$ cat src/rtl/speck_digest_collector_if.sv
// rtl/speck_digest_collector_if.sv - nibble stream and digest handshake bundle for speck_digest_collector
//
// Purpose: groups the collector's nibble input, its expected-tag input and the
// digest valid/ready output side so that one port connects them.
// Signals:
//   clear         producer -> collector  sync abort of the partial digest and flags
//   nib_in        producer -> collector  hash nibble from the datapath
//   nib_valid     producer -> collector  nib_in valid this cycle (no backpressure)
//   exp_tag       producer -> collector  expected digest, sampled on completion
//   digest_ready  consumer -> collector  consumer takes the digest when valid&ready
//   digest_out    collector -> consumer  assembled digest
//   digest_valid  collector -> consumer  digest_out complete and held
//   tag_match     collector -> consumer  digest_out matched exp_tag at completion
//   nib_count     collector -> consumer  nibbles in the current partial digest
//   overflow      collector -> consumer  sticky: nibble dropped while holding
// Modports: master = environment (producer + consumer), slave = collector.
interface speck_digest_collector_if #(
  parameter int NIB_W    = 4,
  parameter int DIGEST_W = 64,
  parameter int CNT_W    = $clog2(DIGEST_W / NIB_W) + 1
);
  logic                clear;
  logic [NIB_W-1:0]    nib_in;
  logic                nib_valid;
  logic [DIGEST_W-1:0] exp_tag;
  logic [DIGEST_W-1:0] digest_out;
  logic                digest_valid;
  logic                digest_ready;
  logic                tag_match;
  logic [CNT_W-1:0]    nib_count;
  logic                overflow;

  modport master (
    output clear, nib_in, nib_valid, exp_tag, digest_ready,
    input  digest_out, digest_valid, tag_match, nib_count, overflow
  );

  modport slave (
    input  clear, nib_in, nib_valid, exp_tag, digest_ready,
    output digest_out, digest_valid, tag_match, nib_count, overflow
  );
endinterface

$ cat src/rtl/speck_digest_collector.sv
// rtl/speck_digest_collector.sv - packs the hash nibble stream into a digest and hands it off
//
// Purpose: collects DIGEST_W/NIB_W nibbles MSB-first into a digest word, holds it
// on a valid/ready handshake, flags whether it equals the expected tag and flags
// nibbles lost while a finished digest is waiting.
// Ports:
//   clk      in  system clock, rising edge
//   reset_n  in  asynchronous active-low reset
//   bus      slave modport of speck_digest_collector_if (stream in, digest out)
module speck_digest_collector #(
  parameter int NIB_W    = 4,
  parameter int DIGEST_W = 64
) (
  input  logic                    clk,
  input  logic                    reset_n,
  speck_digest_collector_if.slave bus
);
  localparam int NIBS  = DIGEST_W / NIB_W;
  localparam int CNT_W = $clog2(NIBS) + 1;
  localparam int SRG_W = DIGEST_W - NIB_W;
  localparam logic [CNT_W-1:0] CNT_LAST = CNT_W'(NIBS - 1);
  localparam logic [CNT_W-1:0] CNT_FULL = CNT_W'(NIBS);
  localparam logic [CNT_W-1:0] CNT_ONE  = CNT_W'(1);

  typedef enum logic [1:0] {S_IDLE, S_COLLECT, S_HOLD} state_t;

  state_t              state_q, state_d;
  // Only the lower nibbles are kept: the oldest nibble leaves the register
  // exactly when the word becomes complete and is copied into digest_q.
  logic [SRG_W-1:0]    sreg_q, sreg_d;
  logic [DIGEST_W-1:0] digest_q, digest_d;
  logic                tag_q, tag_d;
  logic [CNT_W-1:0]    count_q, count_d;
  logic                ovf_q, ovf_d;
  logic [DIGEST_W-1:0] shifted;

  assign shifted = {sreg_q, bus.nib_in};

  // State and datapath registers
  always_ff @(posedge clk or negedge reset_n) begin
    if (!reset_n) begin
      state_q  <= S_IDLE;
      sreg_q   <= '0;
      digest_q <= '0;
      tag_q    <= 1'b0;
      count_q  <= '0;
      ovf_q    <= 1'b0;
    end else begin
      state_q  <= state_d;
      sreg_q   <= sreg_d;
      digest_q <= digest_d;
      tag_q    <= tag_d;
      count_q  <= count_d;
      ovf_q    <= ovf_d;
    end
  end

  // Next-state logic
  always_comb begin
    state_d  = state_q;
    sreg_d   = sreg_q;
    digest_d = digest_q;
    tag_d    = tag_q;
    count_d  = count_q;
    ovf_d    = ovf_q;
    if (bus.clear) begin
      // digest_out deliberately survives a clear
      state_d = S_IDLE;
      count_d = '0;
      tag_d   = 1'b0;
      ovf_d   = 1'b0;
    end else begin
      case (state_q)
        S_IDLE: begin
          if (bus.nib_valid) begin
            sreg_d  = shifted[SRG_W-1:0];
            count_d = CNT_ONE;
            state_d = S_COLLECT;
          end
        end
        S_COLLECT: begin
          if (bus.nib_valid) begin
            sreg_d = shifted[SRG_W-1:0];
            if (count_q == CNT_LAST) begin
              state_d  = S_HOLD;
              count_d  = CNT_FULL;
              digest_d = shifted;
              tag_d    = (shifted == bus.exp_tag);
            end else begin
              count_d = count_q + CNT_ONE;
            end
          end
        end
        S_HOLD: begin
          if (bus.digest_ready) begin
            // A nibble arriving on the accept cycle starts the next digest
            if (bus.nib_valid) begin
              sreg_d  = shifted[SRG_W-1:0];
              count_d = CNT_ONE;
              state_d = S_COLLECT;
            end else begin
              count_d = '0;
              state_d = S_IDLE;
            end
          end else if (bus.nib_valid) begin
            ovf_d = 1'b1;
          end
        end
        default: begin
          state_d = S_IDLE;
          count_d = '0;
        end
      endcase
    end
  end

  // Outputs
  always_comb begin
    bus.digest_valid = (state_q == S_HOLD);
    bus.digest_out   = digest_q;
    bus.tag_match    = tag_q;
    bus.nib_count    = count_q;
    bus.overflow     = ovf_q;
  end
endmodule

$ cat src/flat_wrapper.sv
// flat-port wrapper written by rule: the top's interface ports become plain ports
module speck_digest_collector_flat 
#(
  parameter int NIB_W    = 4,
  parameter int DIGEST_W = 64
)
  (clk, reset_n, bus_clear, bus_nib_in, bus_nib_valid, bus_exp_tag, bus_digest_ready, bus_digest_out, bus_digest_valid, bus_tag_match, bus_nib_count, bus_overflow);
  speck_digest_collector_if #(.NIB_W(NIB_W), .DIGEST_W(DIGEST_W)) bus_i ();
  input  logic clk;
  input  logic reset_n;
  input wire logic [$bits(bus_i.clear)-1:0] bus_clear;
  input wire logic [$bits(bus_i.nib_in)-1:0] bus_nib_in;
  input wire logic [$bits(bus_i.nib_valid)-1:0] bus_nib_valid;
  input wire logic [$bits(bus_i.exp_tag)-1:0] bus_exp_tag;
  input wire logic [$bits(bus_i.digest_ready)-1:0] bus_digest_ready;
  output wire logic [$bits(bus_i.digest_out)-1:0] bus_digest_out;
  output wire logic [$bits(bus_i.digest_valid)-1:0] bus_digest_valid;
  output wire logic [$bits(bus_i.tag_match)-1:0] bus_tag_match;
  output wire logic [$bits(bus_i.nib_count)-1:0] bus_nib_count;
  output wire logic [$bits(bus_i.overflow)-1:0] bus_overflow;
  assign bus_i.clear = bus_clear;
  assign bus_i.nib_in = bus_nib_in;
  assign bus_i.nib_valid = bus_nib_valid;
  assign bus_i.exp_tag = bus_exp_tag;
  assign bus_i.digest_ready = bus_digest_ready;
  assign bus_digest_out = bus_i.digest_out;
  assign bus_digest_valid = bus_i.digest_valid;
  assign bus_tag_match = bus_i.tag_match;
  assign bus_nib_count = bus_i.nib_count;
  assign bus_overflow = bus_i.overflow;
  speck_digest_collector #(.NIB_W(NIB_W), .DIGEST_W(DIGEST_W)) u_core (.clk(clk), .reset_n(reset_n), .bus(bus_i));
endmodule
$ cat config.mk
export PLATFORM = sky130hd
export DESIGN_NAME = speck_digest_collector_flat
export DESIGN_NICKNAME = d
export VERILOG_FILES = /design/src/rtl/speck_digest_collector_if.sv /design/src/rtl/speck_digest_collector.sv /design/src/flat_wrapper.sv
export SDC_FILE = /design/constraint.sdc
export NUM_CORES = 1
export LEC_CHECK = 0
export ABC_CLOCK_PERIOD_IN_PS = 2100
export CORE_MARGIN = 2
export CORE_UTILIZATION = 49
export DETAILED_ROUTE_END_ITERATION = 12
export PLACE_DENSITY = 0.75
export SYNTH_ARGS = -nofsm -noshare
export SYNTH_HDL_FRONTEND = slang
export SYNTH_SLANG_ARGS = --single-unit
$ cat constraint.sdc
create_clock -name clk -period 2.1 [get_ports clk]
set_input_delay 0.42 -clock clk [delete_from_list [all_inputs] [get_ports clk]]
set_output_delay 0.42 -clock clk [all_outputs]
set_load 0.005 [all_outputs]
==> results of run 1 <==
metrics by stage:
| stage | util, % | total power (µW) | instance area [µm²] | hold slack, ps |
|---|---|---|---|---|
| finish | 69.8 | 7840 | 8070 | -20.0 |
| detailed placement | 65.0 | 5150 | 7520 | 446 |
| CTS | 69.7 | 7900 | 8060 | 5.33 |
| global placement | 65.0 | 5080 | 7520 | 445 |
| global route | 69.8 | 8200 | 8070 | 13.3 |
| floorplan | - | 4440 | 5860 | 124 |
critical path, stage by stage, from the launching register on:
cell	delay, ps
dfrtp_1	470
and2b_1	230
clkdlybuf4s50_1	490
Yosys cell counts:
master and n:
nand2_1 3, mux2_4 4, and3_1 2, a21o_1 1
o21a_1 1, o21ai_0 4, xor2_1 32, and2b_1 1
nand2b_1 2, xnor2_1 33, nor2b_1 1, nand3_1 2
inv_1 4, nand4_2 1, nor2_4 1, buf_2 2
o31ai_2 1, o31ai_1 3, buf_6 10, ha_1 2
dfrtp_1 133, mux2_2 119, nor2_1 3, or3_1 1
nand2b_4 2, a32o_1 1, a21oi_1 5, buf_4 3
nand4_1 9, o211ai_1 1, nor3b_1 1, mux2_1 1
nor4_1 10
power by group through the flow:
stage / registers (µW) / clock network, µW / logic (µW)
2_1_floorplan: 3500 / 0 / 939
3_5_place_dp: 3770 / 0 / 1380
3_3_place_gp: 3740 / 0 / 1340
6_report: 3730 / 2740 / 1380
5_1_grt: 3810 / 2880 / 1500
4_1_cts: 3720 / 2780 / 1400
cells by family (layout without fill, tap and decap cells):
family,count (synthesis),count (layout),synth area share (%)
mux,124,124,24.1
flops,133,133,56.8
compound gates,17,17,1.92
simple gates,39,39,4.35
fa+ha+maj,2,2,0.427
xor+xnor,65,65,9.71
buf+inv,19,191,2.73
flip-flops by register name (all words and copies together), names as in the netlist:
register               count
u_core.bus.overflow        1
u_core.bus.tag_match       1
u_core.sreg_q             60
u_core.bus.digest_out     64
u_core.state_q             2
u_core.bus.nib_count       5
worst min-delay path by stage:
stage                     slack (ps)    start  cells past startpoint                                    to
final                            -20  reset_n                      1   u_core.bus.nib_count[2]$_DFFE_PN0P_
after CTS                          5  reset_n                      1   u_core.bus.nib_count[2]$_DFFE_PN0P_
after global placement           440  reset_n                      1   u_core.bus.nib_count[3]$_DFFE_PN0P_
after global routing              10  reset_n                      1   u_core.bus.nib_count[2]$_DFFE_PN0P_
after detailed placement         450  reset_n                      1   u_core.bus.nib_count[2]$_DFFE_PN0P_
after floorplan                  120  reset_n                      0  u_core.bus.digest_out[0]$_DFFE_PN0P_
metal layers:
metal	wire length, µm	GRT usage [%]	vias to the layer above
met5	0	0	-
met4	220	7.64	0
met3	611	5.95	18
met2	7060	38.0	97
met1	6260	30.6	1930
li1	-	-	1733
layout by cell type, fill, tap and decap left out, drive strengths merged, types with 4 or more instances in the layout:
cell / instances
clkinv: 4
dfrtp: 133
inv: 4
clkdlybuf4s50: 143
nor4: 10
nor2: 4
buf: 15
clkbuf: 24
o31ai: 4
xor2: 32
mux2: 124
xnor2: 33
nand4: 10
o21ai: 4
nand2b: 4
a21oi: 5
final cells by class:
| class | count | share of cell area [%] |
|---|---|---|
| Sequential cell | 133 | 41.2 |
| Multi-Input combinational cell | 247 | 29.4 |
| Timing Repair Buffer | 158 | 20.2 |
| Clock buffer | 24 | 6.09 |
| Tap cell | 143 | 2.22 |
| Clock inverter | 5 | 0.620 |
| Inverter | 4 | 0.186 |
==> impl_metrics.yaml, run 1 <==
sta:
  final_hold_viol_count: 9
  clock.fmax_mhz: 496
  slew_viol_final: 0
  layout_setup_ws_ps: 81.9
  worst_pin_slew_ps: 603
  rsz0062_at_grt: "false"
  finalClockSkew_ps: 7.02
  relSlewSlack_pct: 59.8
  fin_tns_setup_ps: 0
  finalCriticalPeriod_ps: 2020
  whs_ps: -20.0
  setup_viol: 0
  fin_crit_sh_pct: 96.1
final_layout:
  multi_input_area_um2: 2370
  layout-drive-gt1-share_pct: 29.8
  syn_to_final_growth_pct: 37.7
  n_antenna_cell: 0
  regArea_um2: 3330
  n_fill_cell: 853
  final_cell_count_no_fill: 714
  final_nets: 636
cts:
  clock_sinks: 133
  post_cts_resized: 0
  numCtsBuffers: 17
  clk_latency_ps: 410
  clk_path_buf_depth: 2
  hold_buffers: 0
  post-cts-setup-buffer-count: 0
  cts_root_buf: "clkbuf_16"
  cts_tree: "built"
  cts_htree_levels: 4
  clk_pin_slew_ps: 60
floorplanning:
  die-area_um2: 12900
  io_pins: 145
  rows: 39
  dieHeight_um: 113
  initial_core_util_pct: 50.7
  fp.dieW_um: 113
  placeableCoreArea_um2: 11600
placed_design:
  gp_congestion: 0.813
  placedCellCount: 685
  place_ws_ps: -211
  hpwl_mm: 10.3
  port_buffers: 144
detailed_routing:
  wl_per_cell_um: 19.8
  via_count: 3778
  routed_via_density: 5.29
  drc: 0
  drt_iter0_drc: 147
  finalWirelength_mm: 14.1
  dr.pass1.iters: 4
  antenna_left: 0
worst_setup_path:
  cp-endpoint: "bus_digest_valid"
  arrival_ps: 1600
  r2r_cells: 7
  r2r-start: "u_core.bus.nib_count[1]$_DFFE_PN0P_"
  r2r_slack_ps: 120
  critical_path.max_fanout: 8
  critPathLaunch: "u_core.state_q[0]$_DFFE_PN0P_"
  worstReg2RegEnd: "u_core.bus.digest_out[32]$_DFFE_PN0P_"
  endpoint_kind: "output pin"
  worstPathRequired_ps: 1680
  crit_type: "register to output pin"
  start_kind: "register"
power:
  leakagePower_uw: 0.00361
  clockPowerShare_pct: 34.9
  comb_power_share_pct: 17.6
  p_int_uw: 5630
  switching_share_pct: 28.3
  vdd_drop_max_uv: 591
  p_per_area_nw_per_um2: 972
  power_switching_uw: 2220
  p_seq_share_pct: 47.5
run:
  cap_violations: 0
global_route:
  grt_pass1_wl_mm: 22.3
  grt_max_degree: 62
  grt_overflow_total: 0
  grt_antenna_before_repair: 0
  gr-usage-all-layers_pct: 23.2
  grt_pass1_vias: 4024
hold_path:
  hp-class: "primary input to async pin"
run_status:
  violations: "hold timing"
  status: "complete, but fails checks"
synthesis:
  syn_avg_cell_area_um2: 14.7
  syn-cell-area_um2: 5860
  synth-seq-cells: 133
  syn_nets: 474
  synth_top_area_share_pct: 56.8
  synthTopCellsByArea: "dfrtp_1 57%, mux2_2 23%, xnor2_1 4.9%"
  ys_seq_area_share_pct: 56.8
  yosysWarnings: 0
  synth_cells: 399
  yosysTopAreaCell: "dfrtp_1"
  synth_cell_type_count: 33
Note: power is estimated with default switching activity, not from simulation.
==> run 2, diff against run 1 <==
Settings changed: ABC_CLOCK_PERIOD_IN_PS 2100 to 2600, CORE_MARGIN 2 to 4, CORE_UTILIZATION 49 to 53, PLACE_DENSITY 0.75 to 0.81.
Clock period 2.1 ns to 2.6 ns, I/O delays scaled along.
==> run 2 against run 1 <==
Against the previous run:
- the flow now finishes without violations
- register-to-register slack improved by 380 ps
- via count barely moved
- clock skew barely moved
- utilization rose by 4.6 points
- combinational power fell by 20%
- critical endpoint unchanged
- wire length rose by 1.2%
- clock-buffer cell count fell by 4
- total power fell by 16%
==> impl_metrics.yaml, run 2 (synthesis gave the netlist of run 1 again) <==
power:
  p_seq_share_pct: 45.4
  vdd_drop_max_uv: 465
  leakagePower_uw: 0.00358
  comb_power_share_pct: 16.7
  power_switching_uw: 1850
  switching_share_pct: 28.1
  p_int_uw: 4750
  clockPowerShare_pct: 37.9
  p_per_area_nw_per_um2: 819
cts:
  clk_latency_ps: 520
  clk_path_buf_depth: 2
  post-cts-setup-buffer-count: 0
  cts_root_buf: "clkbuf_8"
  numCtsBuffers: 17
  post_cts_resized: 0
  hold_buffers: 1
  cts_htree_levels: 4
  cts_tree: "built"
  clk_pin_slew_ps: 60
  clock_sinks: 133
final_layout:
  layout-drive-gt1-share_pct: 29.5
  largest_reg_flops: 64
  syn_to_final_growth_pct: 37.5
  n_antenna_cell: 0
  final_util_pct: 74.3
  final_nets: 630
  final_cell_mix: "143 x clkdlybuf4s50_1, 133 x dfrtp_1, 119 x mux2_2, 33 x xnor2_1, 32 x xor2_1"
  final_common_cell: "clkdlybuf4s50_1"
detailed_routing:
  via_count: 3781
  drc: 0
  routed_via_density: 5.35
  finalWirelength_mm: 14.3
  dr.pass1.iters: 4
  drt_iter0_drc: 194
  wl_per_cell_um: 20.3
  antenna_left: 0
worst_setup_path:
  start_kind: "register"
  cpPeakStageDelay_ps: 490
  cp_num_buf_inv: 1
  worstPathRequired_ps: 2080
  critPathTopFamily: "buffers and inverters"
  crit_type: "register to output pin"
  endpoint_kind: "output pin"
  crit_chain: "and2b_1 > clkdlybuf4s50_1"
  critical_path.max_fanout: 8
  arrival_ps: 1720
  critPathSlowestCell: "clkdlybuf4s50_1"
global_route:
  gr-usage-all-layers_pct: 23.2
  grt_antenna_before_repair: 0
  grt_max_degree: 61
  grt_pass1_vias: 4239
  grt_overflow_total: 0
  grt_pass1_wl_mm: 22.4
placed_design:
  port_buffers: 144
  place_ws_ps: 289
  hpwl_mm: 10.2
  gp_congestion: 0.834
run:
  cap_violations: 0
floorplanning:
  placeableCoreArea_um2: 10800
  io_pins: 145
  die-area_um2: 12800
  dieHeight_um: 113
  initial_core_util_pct: 54.1
  fp.dieW_um: 113
  rows: 38
sta:
  relSlewSlack_pct: 62.4
  slew_viol_final: 0
  setup_viol: 0
  worst_pin_slew_ps: 564
  final_hold_viol_count: 0
  fin_tns_setup_ps: 0
  finalCriticalPeriod_ps: 2240
  layout_setup_ws_ps: 364
  rsz0062_at_grt: "false"
  clock.fmax_mhz: 447
  fin_crit_sh_pct: 86.0
  finalClockSkew_ps: 7.37
hold_path:
  hp-class: "register to register"
run_status:
  status: "complete, no violations"
run 2: through the flow:
| stage | cell area (µm²) | power [µW] | instances | hold slack, ps |
|---|---|---|---|---|
| 5_1_grt | 8060 | 6890 | 707 | 531 |
| 2_1_floorplan | 5860 | 3590 | 399 | 224 |
| 4_1_cts | 8060 | 6640 | 707 | 509 |
| 3_5_place_dp | 7430 | 4110 | 675 | 495 |
| 6_report | 8060 | 6600 | 707 | 504 |
| 3_3_place_gp | 7430 | 4070 | 675 | 486 |
run 2: power groups by stage:
stage | clock network, µW | logic (µW) | registers [µW]
detailed placement | 0 | 1090 | 3020
finish | 2500 | 1100 | 3000
floorplan | 0 | 758 | 2830
CTS | 2530 | 1110 | 2990
global placement | 0 | 1080 | 2990
global route | 2630 | 1200 | 3060
run 2: cell type report:
class                      instances  area, µm²
clock buffer                      20        445
fill                             740       2780
inverter                           4       15.0
tap                              140        175
sequential                       133       3330
timing repair buffer             152       1540
clock inverter                    11        176
multi-input combinational        247       2370
run 2: worst paths after layout:
| check | from | endpoint | slack [ps] | cells after the start |
|---|---|---|---|---|
| worst max-delay path | u_core.state_q[0]$_DFFE_PN0P_ | bus_digest_valid | 360 | 2 |
| worst min-delay path | u_core.bus.digest_out[2]$_DFFE_PN0P_ | u_core.bus.digest_out[2]$_DFFE_PN0P_ | 500 | 1 |
| worst max register to register | u_core.bus.nib_count[0]$_DFFE_PN0P_ | u_core.bus.digest_out[3]$_DFFE_PN0P_ | 500 | 7 |
| worst min register to register | u_core.bus.digest_out[2]$_DFFE_PN0P_ | u_core.bus.digest_out[2]$_DFFE_PN0P_ | 500 | 1 |
| max in group asynchronous | reset_n | u_core.sreg_q[36]$_DFFE_PN0P_ | 1350 | 3 |
| min in group asynchronous | reset_n | u_core.bus.nib_count[2]$_DFFE_PN0P_ | 540 | 2 |
run 2: worst register-to-register path, cell delays in order (launching register included):
cell,delay (ps)
dfrtp_1,420
ha_1,190
and3_1,160
ha_1,170
nand2_1,130
nor2_4,180
buf_4,330
mux2_2,400
run 2: per-layer routing:
metal	global-route usage [%]	wire [µm]	vias to the layer above
met2	37.7	6990	133
met1	29.9	6170	1890
met4	9.38	303	0
met5	0	0	-
met3	5.83	854	26
li1	-	-	1732
==> RTL edit (settings of run 2) <==
The 3 states of `state_t` get a one-hot encoding in 3 bits.
--- a/src/rtl/speck_digest_collector.sv
+++ b/src/rtl/speck_digest_collector.sv
@@ -23,5 +23,5 @@
   localparam logic [CNT_W-1:0] CNT_ONE  = CNT_W'(1);
 
-  typedef enum logic [1:0] {S_IDLE, S_COLLECT, S_HOLD} state_t;
+  typedef enum logic [2:0] {S_IDLE = 3'b001, S_COLLECT = 3'b010, S_HOLD = 3'b100} state_t;
 
   state_t              state_q, state_d;
Behaviour: same outputs for any inputs over 4 cycles, from zero or initial values and one cycle with reset_n low; so few cycles prove little.
==> RTL edit against run 2 <==
Power grew 8.6%. Sequential cell count grew 1. Setup slack lost 190 ps. Area after synthesis grew 2.8%. Sequential power grew 1%. Largest cell class unchanged. Wire length grew 6.4%. Final area grew 2.9%.
==> RTL edit: results (changes against run 2) <==
- Status: finished clean
- Yosys warning count: 0 (unchanged)
- CP Max Fanout: 9 (+1)
- DP HPWL: 11.2 mm (+10%)
- Synth Area per Inst: 13.0 um2 (-11%)
- Max-Slew Margin vs Limit: 0.652 (+0.0272)
- Htree depth: 4 (unchanged)
- CTS resizes: 0 (unchanged)
- Final Net Count: 690 (+9.5%)
- Synth Area in Compound Gates: 0.0581 (+0.0389)
- GRT Util Overall: 0.242 (+0.0106)
- Sequential area share after synthesis: 0.556 (-0.0113)
- Placed cell area: 7620 um2 (+2.7%)
- Net Count, Synth: 538 (+14%)
- 1st-iter DRT viols: 244 (+26%)
- Routed WL: 15.2 mm (+6.4%)
- GPL Wtd Cong: 0.851 (+2.0%)
- Largest net degree at the start of global routing: 61 (unchanged)
- First-pass GRT wire length: 24.1 mm (+7.2%)
- Critical path arrival: 1910 ps (+190 ps)
- CTS root buf: clkbuf_16
- Synth top cells by count: dfrtp_1, mux2_2, xnor2_1, inv_1, nand2_1
- Area contributors post-synth: dfrtp_1, mux2_2, xnor2_1
- Vias in the first global route: 4461 (+5.2%)
- Final hold viol count: 0 (unchanged)
- Avg WL per Cell: 19.8 um (-2.1%)
- Vias per inst: 5.53 (+3.4%)
- Worst-path clk slew: 60 ps (about the same)
- Int Pwr: 5.12 mW (+7.8%)
- Post-synthesis cell type count: 51 (+55%)
- Post-synthesis mux area share: 0.215 (-0.0262)
- CTS buffer count: 17 (unchanged)
- Peak VDD IR: 606 uV (+30%)
- Pleak: 3.72 nW (+3.7%)
- Worst clock skew: 6.92 ps (-0.444 ps)
- DRT Pass-1 Iters: 4 (unchanged)
- # port buffers: 144 (unchanged)
- Worst-Skew Late Latency: 410 ps (-110 ps)
- Post-CTS setup buffers: 0 (unchanged)
- FF/Latch Area: 3350 um2 (+0.79%)
- HP Class: in2async
- CTS Buffer Depth: 2 (unchanged)
- Initial antenna violation count: 0 (unchanged)
- Layout cell share with drive strength beyond 1: 0.248 (-0.0461)
- Xor and xnor area share after synthesis: 0.0581 (-0.0390)
- Synth Area in Adders: 0.00415 (-0.000118)
- # fillers: 744 (+0.54%)
- Dpl cells: 736 (+9.0%)
-- RTL edit: changes by cell type after synthesis, moves of 8 or more --
cell and delta:
buf_6 -8, inv_1 +18, nand2_1 +13, xor2_1 -30
nand2b_1 +11, o21ai_0 +11, nor2b_1 +8, mux2_2 -13
buf_2 +8
-- RTL edit: final timing paths --
| kind | endpoint | depth (start not counted) | slack [ps] | from |
|---|---|---|---|---|
| max | bus_digest_valid | 4 | 170 | u_core.state_q[2] |
| min | u_core.bus.digest_out[19] | 1 | 60 | reset_n |
| max reg2reg | u_core.state_q[1] | 6 | 360 | u_core.bus.nib_count[0] |
| min reg2reg | u_core.bus.digest_out[53] | 2 | 480 | u_core.bus.digest_out[53] |
| max in group asynchronous | u_core.sreg_q[23] | 2 | 1780 | reset_n |
| min in group clk | u_core.bus.digest_out[53] | 2 | 480 | u_core.bus.digest_out[53] |
-- RTL edit: per-layer routing --
layer  part of all wire  track usage  vias to the layer above
met3              0.060       0.0534                       21
li1                   -            -                     1942
met4              0.021       0.0879                        0
met5                  0            0                        -
met1               0.42        0.322                     2133
met2               0.50        0.392                      152
-- RTL edit: layout make-up --
type	count	share of cell area
repair buffers	152	0.183
clock inverters	12	0.0240
clock buffers	20	0.0563
multi-input cells	288	0.301
inverters	22	0.00996
flip-flops and latches	134	0.405
well taps	140	0.0211
-- RTL edit: cells by family (layout without fill, tap and decap cells) --
family	Yosys count	after routing
multiplexers	115	115
AO/OA/AOI/OAI	53	53
XOR/XNOR	40	40
adder cells (fa/ha/maj)	2	2
buffers and inverters	41	206
AND/OR/NAND/NOR	78	78
flip-flops	134	134
-- RTL edit: power groups by stage --
stage	Sequential [mW]	Clock, mW	Combinational (mW)
2_1_floorplan	2.83	0	1.11
3_3_place_gp	3.03	0	1.43
3_5_place_dp	3.06	0	1.47
4_1_cts	3.04	2.68	1.48
5_1_grt	3.10	2.79	1.60
6_report	3.04	2.66	1.48
-- RTL edit: critical path, cell delays in order (launching register included) --
cell             delay [ps]
dfrtp_1                 520
nor2b_1                 260
nand2b_1                120
inv_1                    90
clkdlybuf4s50_1         500
-- RTL edit: metrics by stage --
step,utilization,setup WS [ps]
2_1_floorplan,-,584
3_3_place_gp,0.694,238
3_5_place_dp,0.694,173
4_1_cts,0.755,165
5_1_grt,0.755,84.8
6_report,0.755,173
